$ cat src/rtl/mem_load_unit.sv
// Sequential load unit: issues one or two aligned RAM reads per request, merges
// word-crossing accesses, extracts and extends the field, returns it on valid/ready.
module mem_load_unit #(
  parameter int WORD_WIDTH       = 32,
  parameter int ADDR_WIDTH       = 32,
  parameter int RAM_LATENCY      = 1,
  parameter int ALLOW_MISALIGNED = 1
) (
  input  logic                  clk,
  input  logic                  rst_n,
  input  logic                  req_valid,
  output logic                  req_ready,
  input  logic [ADDR_WIDTH-1:0] req_addr,
  input  logic [1:0]            req_size,
  input  logic                  req_signed,
  output logic                  ram_rd_en,
  output logic [ADDR_WIDTH-1:0] ram_rd_addr,
  input  logic [WORD_WIDTH-1:0] ram_rd_data,
  output logic                  rsp_valid,
  input  logic                  rsp_ready,
  output logic [WORD_WIDTH-1:0] rsp_data,
  output logic                  rsp_err
);

  localparam int NB = WORD_WIDTH / 8;
  localparam int OW = $clog2(NB);
  localparam int CW = (RAM_LATENCY > 1) ? $clog2(RAM_LATENCY) : 1;

  localparam logic [2:0] IDLE  = 3'd0;
  localparam logic [2:0] RD0   = 3'd1;
  localparam logic [2:0] WAIT0 = 3'd2;
  localparam logic [2:0] RD1   = 3'd3;
  localparam logic [2:0] WAIT1 = 3'd4;
  localparam logic [2:0] RESP  = 3'd5;

  logic [2:0]            state;
  logic [OW-1:0]         off_q;
  logic [1:0]            size_q;
  logic                  sgn_q, span_q, err_q;
  logic [CW-1:0]         lat_cnt;
  logic [WORD_WIDTH-1:0] lo_buf, hi_buf;

  // Request decode: byte span end beyond the word means a second read.
  logic [OW-1:0] req_off;
  logic [OW+1:0] req_end;
  logic          req_span, req_illegal, req_bad;

  always_comb begin
    req_off     = req_addr[OW-1:0];
    req_end     = (OW+2)'(req_off) + ((OW+2)'(1) << req_size);
    req_span    = req_end > (OW+2)'(NB);
    req_illegal = (NB < 8) && (req_size == 2'd3);
    req_bad     = req_illegal || (req_span && (ALLOW_MISALIGNED == 0));
  end

  logic lat_done;
  assign lat_done = (lat_cnt == CW'(RAM_LATENCY - 1));

  always_ff @(posedge clk or negedge rst_n) begin
    if (!rst_n) begin
      state       <= IDLE;
      off_q       <= '0;
      size_q      <= '0;
      sgn_q       <= 1'b0;
      span_q      <= 1'b0;
      err_q       <= 1'b0;
      lat_cnt     <= '0;
      lo_buf      <= '0;
      hi_buf      <= '0;
      ram_rd_addr <= '0;
    end else begin
      case (state)
        IDLE: if (req_valid) begin
          off_q  <= req_off;
          size_q <= req_size;
          sgn_q  <= req_signed;
          span_q <= req_span;
          lo_buf <= '0;
          hi_buf <= '0;
          err_q  <= req_bad;
          if (req_bad) state <= RESP;
          else begin
            ram_rd_addr <= {req_addr[ADDR_WIDTH-1:OW], OW'(0)};
            state       <= RD0;
          end
        end
        RD0: begin
          lat_cnt <= '0;
          state   <= WAIT0;
        end
        WAIT0: if (lat_done) begin
          lo_buf <= ram_rd_data;
          if (span_q) begin
            // aligned address + NB wraps naturally at ADDR_WIDTH
            ram_rd_addr <= ram_rd_addr + ADDR_WIDTH'(NB);
            state       <= RD1;
          end else state <= RESP;
        end else lat_cnt <= lat_cnt + 1'b1;
        RD1: begin
          lat_cnt <= '0;
          state   <= WAIT1;
        end
        WAIT1: if (lat_done) begin
          hi_buf <= ram_rd_data;
          state  <= RESP;
        end else lat_cnt <= lat_cnt + 1'b1;
        RESP: if (rsp_ready) state <= IDLE;
        default: state <= IDLE;
      endcase
    end
  end

  // Field extraction: shift merged pair down, keep nbytes lanes, fill the rest.
  logic [WORD_WIDTH-1:0] merged, ext;
  logic [3:0]            nbytes;
  logic                  sbit;

  always_comb begin
    merged = WORD_WIDTH'({hi_buf, lo_buf} >> {off_q, 3'b000});
    nbytes = 4'd1 << size_q;
    case (size_q)
      2'd0:    sbit = merged[7];
      2'd1:    sbit = merged[15];
      2'd2:    sbit = merged[31];
      default: sbit = merged[WORD_WIDTH-1];
    endcase
    ext = '0;
    for (int b = 0; b < NB; b++)
      ext[8*b +: 8] = (b < int'(nbytes)) ? merged[8*b +: 8] : {8{sbit & sgn_q}};
  end

  assign req_ready = (state == IDLE);
  assign ram_rd_en = (state == RD0) || (state == RD1);
  assign rsp_valid = (state == RESP);
  assign rsp_err   = (state == RESP) && err_q;
  assign rsp_data  = ((state == RESP) && !err_q) ? ext : '0;

endmodule
$ cat config.mk
export PLATFORM = sky130hd
export DESIGN_NAME = mem_load_unit
export DESIGN_NICKNAME = d
export VERILOG_FILES = /design/src/rtl/mem_load_unit.sv
export SDC_FILE = /design/constraint.sdc
export NUM_CORES = 1
export LEC_CHECK = 0
export ABC_AREA = 1
export CAP_MARGIN = 20
export CORE_MARGIN = 2
export CORE_UTILIZATION = 55
export DETAILED_ROUTE_END_ITERATION = 16
export PLACE_DENSITY = 0.93
export SLEW_MARGIN = 5
export SYNTH_ARGS = -nofsm -noshare
export SYNTH_HDL_FRONTEND = slang
export SYNTH_SLANG_ARGS = --single-unit
$ cat constraint.sdc
create_clock -name clk -period 3.53 [get_ports clk]
set_input_delay 0.706 -clock clk [delete_from_list [all_inputs] [get_ports clk]]
set_output_delay 0.706 -clock clk [all_outputs]
set_load 0.01 [all_outputs]
* Yosys cells after proc, flatten, opt, wreduce, memory -nomap -nowiden
Index checks and enable logic that the tools add are counted.
** Operators by class
- $add $sub $neg :: 3
- $lt $le $gt $ge :: 5
- Equality and inequality tests :: 13
- Shift-type cells :: 3
- Mux-type cells :: 24
- Bitwise logic cells :: 1
- Reductions and logical operators :: 16
** Operators with widths (count)
- two-way mux 32 bit :: 7
- one-hot mux 32 bit (2 select lines) :: 3
- >> shifter 64 x 5 -> 32 bit :: 1
- adder 32 x 3 -> 32 bit, second input constant :: 1
- two-way mux 8 bit :: 4
- two-way mux 3 bit :: 6
- one-hot mux 3 bit (6 select lines) :: 1
- inequality test 2 bit, second input constant :: 5
- less-than comparator 1 x 4 -> 1 bit, first input constant :: 2
- less-than comparator 2 x 4 -> 1 bit, first input constant :: 2
- left shift 1 x 2 -> 4 bit, first input constant :: 2
- == test 3 x 2 -> 1 bit, second input constant :: 2
- == test 3 bit, second input constant :: 2
- AND reduction 3 bit :: 2
- nonzero test 2 bit :: 3
- AND reduction 5 bit :: 1
- adder 2 x 4 -> 4 bit :: 1
- > comparator 4 x 3 -> 1 bit, second input constant :: 1
- one-hot mux 1 bit (2 select lines) :: 2
- AND reduction 4 bit :: 1
- OR reduction 2 bit :: 2
- == test 3 x 1 -> 1 bit, second input constant :: 1
- zero test 3 bit :: 1
- == test 2 x 1 -> 1 bit, second input constant :: 1
- 10 further kinds :: 11
** Word-level totals
- Flip-flop bits (word level) :: 107

* Logic depth before layout (Yosys ltp)
Gate-level depths: netlist (run 1).
- Depth in word-level cells :: 5
- Depth in mapped cells :: 11
- Depth with buffers taken out :: 11

* Worst setup path after synthesis (run 1)
OpenSTA, ideal clock, no wires.
- Kind :: reg2out
- Start point :: register off_q[0]
- End point :: output port rsp_data[21]
- Arrival time :: 1.347 ns
- Data required time :: 2.824 ns
- Path slack :: 1.477 ns
- Stages on the path, launching flop included :: 12
- Path through :: dfrtp_1 -> inv_2 -> buf_4 -> nand2_1 -> nand3_1 -> nand2_1 -> nand2_1 -> nand3_1 -> nand2_1 -> nand2_2 -> buf_6 -> nor2_1
** Between the ends
- Longest elaborated chain between the ends :: 5
** RTL lines
- start, declared :: line 37 : logic [OW-1:0] off_q;
- start signal, assigned :: line 74 : off_q <= req_off;
- >> shifter 64 x 5 -> 32 bit * :: line 119 : merged = WORD_WIDTH'({hi_buf, lo_buf} >> {off_q, 3'b000});
- one-hot mux 1 bit (2 select lines) :: line 121 : case (size_q)
- bitwise AND 1 bit :: line 129 : ext[8*b +: 8] = (b < int'(nbytes)) ? merged[8*b +: 8] : {8{sbit & sgn_q}};
- two-way mux 8 bit * :: line 129
- two-way mux 32 bit * :: line 136 : assign rsp_data = ((state == RESP) && !err_q) ? ext : '0;
- end, declared :: line 21 : output logic [WORD_WIDTH-1:0] rsp_data,
Mark *: on every way between the ends. The rest lies on a longest branch, timed or not.

* Final worst setup path (run 1)
- Start point :: register off_q[0]
- End point :: output port rsp_data[11]
Same word-level chain as after synthesis.

==> flow_summary.ini, run 1 <==
[outcome]
status = finished clean

[clock_tree]
cts_hold_repair.buffers = 0
htree_levels = 3
cts_tree = built
clockBufferDepth = 2
cts.sinks = 96
cts-root-buf = clkbuf_8
cts_inserted_buffers = 9
clkSlewWorstSetupHoldPaths_ns = 0.10
insertion_delay_ns = 0.37

[worst_setup_path]
cp-end-kind = primary output
path_buf_inv = 2
reg2reg_to = ram_rd_addr[16]
critPathMaxStageDelay_ns = 0.54
ff2ff_setup_slack_ns = 1.32
cpMostUsedCell = nand2_1
r2r_cells = 10
slowest_stage = clkdlybuf4s50_1
crit_type = reg -> out
required_ns = 2.82
cp.arrival_ns = 2.58
worstPathMaxFanout = 21
critPathCapture = rsp_data[11]
crit_chain = inv_4 -> nand2_1 -> nand3_1 -> nand2_1 -> o211ai_1 -> nand2_1 -> nor2_1 -> clkdlybuf4s50_1
reg2reg_from = state[2]
path_depth = 8
startpoint = off_q[0]
critPathLaunchType = register
crit_family = buffers and inverters

[die]
fp-row-count = 38
coreArea_mm2 = 0.0108
die_w_um = 109
die-area_mm2 = 0.0120
die_h_um = 109
io_pins = 139
initial_core_util_pct = 56.4

[global_routing]
gr-total-overflow = 0
antenna_found_initial = 0
grt.total_usage_pct = 30.9
grt_pass1_wl_mm = 29.0
grt_pass1_vias = 6016
grt_start_max_net_pins = 66

[power_and_ir_drop]
netSwitchingFraction_pct = 47.0
switchingPower_mw = 2.97
seqPwrFrac_pct = 33.8
leakagePower_nw = 3.50
comb_power_share_pct = 53.3
p_clk_share_pct = 12.9
ir_drop_mv = 0.501
power_per_cell_area_mw_per_mm2 = 819
p_int_mw = 3.35

[timing]
maxSlewViolCount = 0
slew_headroom_pct = 41.3
tightest_slew_ns = 0.879
fmax_mhz = 305
hold_violations = 0
hold_slack_ns = 0.281
min_period_ns = 3.28
skew_ns = 0.0135
setup_viol = 0
rsz0062_at_grt = false
setup_tns_ns = 0
finalCritPeriodShare_pct = 93.0

[placed_design]
io_buffers = 136
detailed_place_hpwl_mm = 12.6
dp_cells = 1161
postPlaceCellArea_mm2 = 0.00748
gp_congestion = 0.956

[final_layout]
layout-drive-gt1-share_pct = 3.95
area_delta_synth_final_pct = 26.1
layout.nets = 1107
antenna_cells = 0
fin_area_mm2 = 0.00771
nFillCells = 893
multi_input_area_mm2 = 0.00304
final_common_cell = nand2_1
stdcell_count = 1177
final_util_pct = 71.1
final_cell_mix = nand2_1 (236), nor2_1 (146), clkdlybuf4s50_1 (135), o21ai_0 (107), inv_1 (106)
final-seq-area_mm2 = 0.00240

[synth]
synth-seq-area-share_pct = 39.3
avgSynthCellArea_um2 = 6.62
async_flop_share_pct = 100
synth.distinct_cells = 34
yosys-top-cells-area = dfrtp_1 (39%), nand2_1 (14%), nor2_1 (9.0%), o21ai_0 (8.8%), inv_1 (6.5%)
synthFlopType = dfrtp_1
synth_top_cell_by_area = dfrtp_1
synth-warning-count = 0
ys_ff_latch = 96
netlist_area_mm2 = 0.00611
netlist.area_leader.share_pct = 39.3
synth_edf_count = 0
synth_cells = 923

[routing]
wire_per_inst_um = 15.0
via_count = 6481
drtIter0Drc = 587
wirelength_mm = 17.6
vias_per_cell = 5.51
postRouteAntennaNets = 0
dr.pass1.iters = 7
route.detailed.drc = 0

[flow_run]
maxCapViolCount = 0

[hold_path]
hold_class = in -> async
synth_stat cells, types with 6 or more instances:
library cell,instances
a31oi_1,8
nand3_1,62
nor2_1,146
nor3_1,6
nand2_1,236
clkbuf_1,16
o21ai_0,107
buf_2,21
inv_1,106
a21oi_1,37
dfrtp_1,96
buf_4,6
o22ai_1,28
o21ai_1,8
cells by family (layout without fill, tap and decap cells):
family,after synthesis,after routing,share of synthesized area [%]
other,1,2,0.0614
buffers and inverters,157,270,10.9
xor gates and xnor gates,5,5,0.717
DFF,96,96,39.3
adders and majority gates,4,4,0.942
AOI/OAI and AO/OA,195,195,17.1
and+or+nand+nor,465,465,30.9
layout make-up:
class / instances / area share (%)
Sequential cell: 96 / 31.2
Inverter: 110 / 5.39
Multi-Input combinational cell: 671 / 39.5
Clock inverter: 6 / 1.22
Clock buffer: 10 / 1.66
Tap cell: 140 / 2.27
Timing Repair Buffer: 144 / 18.8
through the flow:
stage                     total power [mW]  setup slack, ns
final                                 6.31            0.248
after CTS                             6.25            0.132
after global routing                  6.83           0.0326
after floorplan                       4.18             1.48
after global placement                5.32            0.622
after detailed placement              5.42            0.559
sequential cells by signal, summed over array words and instances (netlist names):
register / count
err_q: 1
hi_buf: 24
lo_buf: 32
off_q: 2
ram_rd_addr: 30
sgn_q: 1
size_q: 2
span_q: 1
state: 3
power groups by stage:
stage	clock network, mW	logic (mW)	registers [mW]
finish	0.813	3.37	2.13
global placement	0	3.21	2.11
floorplan	0	2.16	2.02
global route	0.873	3.76	2.19
CTS	0.817	3.33	2.11
detailed placement	0	3.30	2.12
worst register-to-register path, cell delays in order (launching register included):
cell     delay, ns
dfrtp_1       0.45
nor2_2        0.22
nand2_4       0.07
buf_4         0.32
nor2_1        0.24
nor2_1        0.07
nand2_2       0.07
buf_4         0.35
nor2_1        0.13
nand2_1       0.09
o21ai_0       0.09
metal layers:
metal  GRT usage (%)  share of wire, %  vias to the layer above
li1                -                 -                     3170
met1            40.6                40                     2872
met2            51.1                48                      402
met3            6.28                10                       37
met4            10.4               2.2                        0
met5               0                 0                        -
how the worst min path moves through the flow:
stage,slack [ns],end,cells past startpoint,from
CTS,0.30,hi_buf[15],1,rst_n
detailed placement,0.49,hi_buf[18],2,hi_buf[18]
global placement,0.48,hi_buf[19],2,hi_buf[19]
floorplan,0.41,err_q,0,rst_n
global route,0.30,hi_buf[15],1,rst_n
finish,0.28,hi_buf[15],1,rst_n
what timing repair did:
item | in CTS | in global routing
resized for setup | 0 | 3
setup endpoints to repair | 0 | 7
setup buffers | 0 | 0
No activity file was read; power rests on OpenSTA's default activity.
==> run 2: changes to the inputs <==
--- a/config.mk
+++ b/config.mk
@@ -9,6 +9,7 @@
 export CAP_MARGIN = 20
 export CORE_MARGIN = 2
 export CORE_UTILIZATION = 55
+export CTS_CLUSTER_DIAMETER = 80
 export DETAILED_ROUTE_END_ITERATION = 16
 export PLACE_DENSITY = 0.93
 export SLEW_MARGIN = 5
==> results of run 2 <==
The final DEF is identical to that of run 1; final timing and power are the same.
==> run 3: changes to the inputs <==
--- a/config.mk
+++ b/config.mk
@@ -11,6 +11,7 @@
 export CORE_UTILIZATION = 55
 export CTS_CLUSTER_DIAMETER = 80
 export DETAILED_ROUTE_END_ITERATION = 16
+export HOLD_SLACK_MARGIN = 0.12
 export PLACE_DENSITY = 0.93
 export SLEW_MARGIN = 5
 export SYNTH_ARGS = -nofsm -noshare
==> results of run 3 <==
The final DEF is identical to that of run 1; final timing and power are the same.
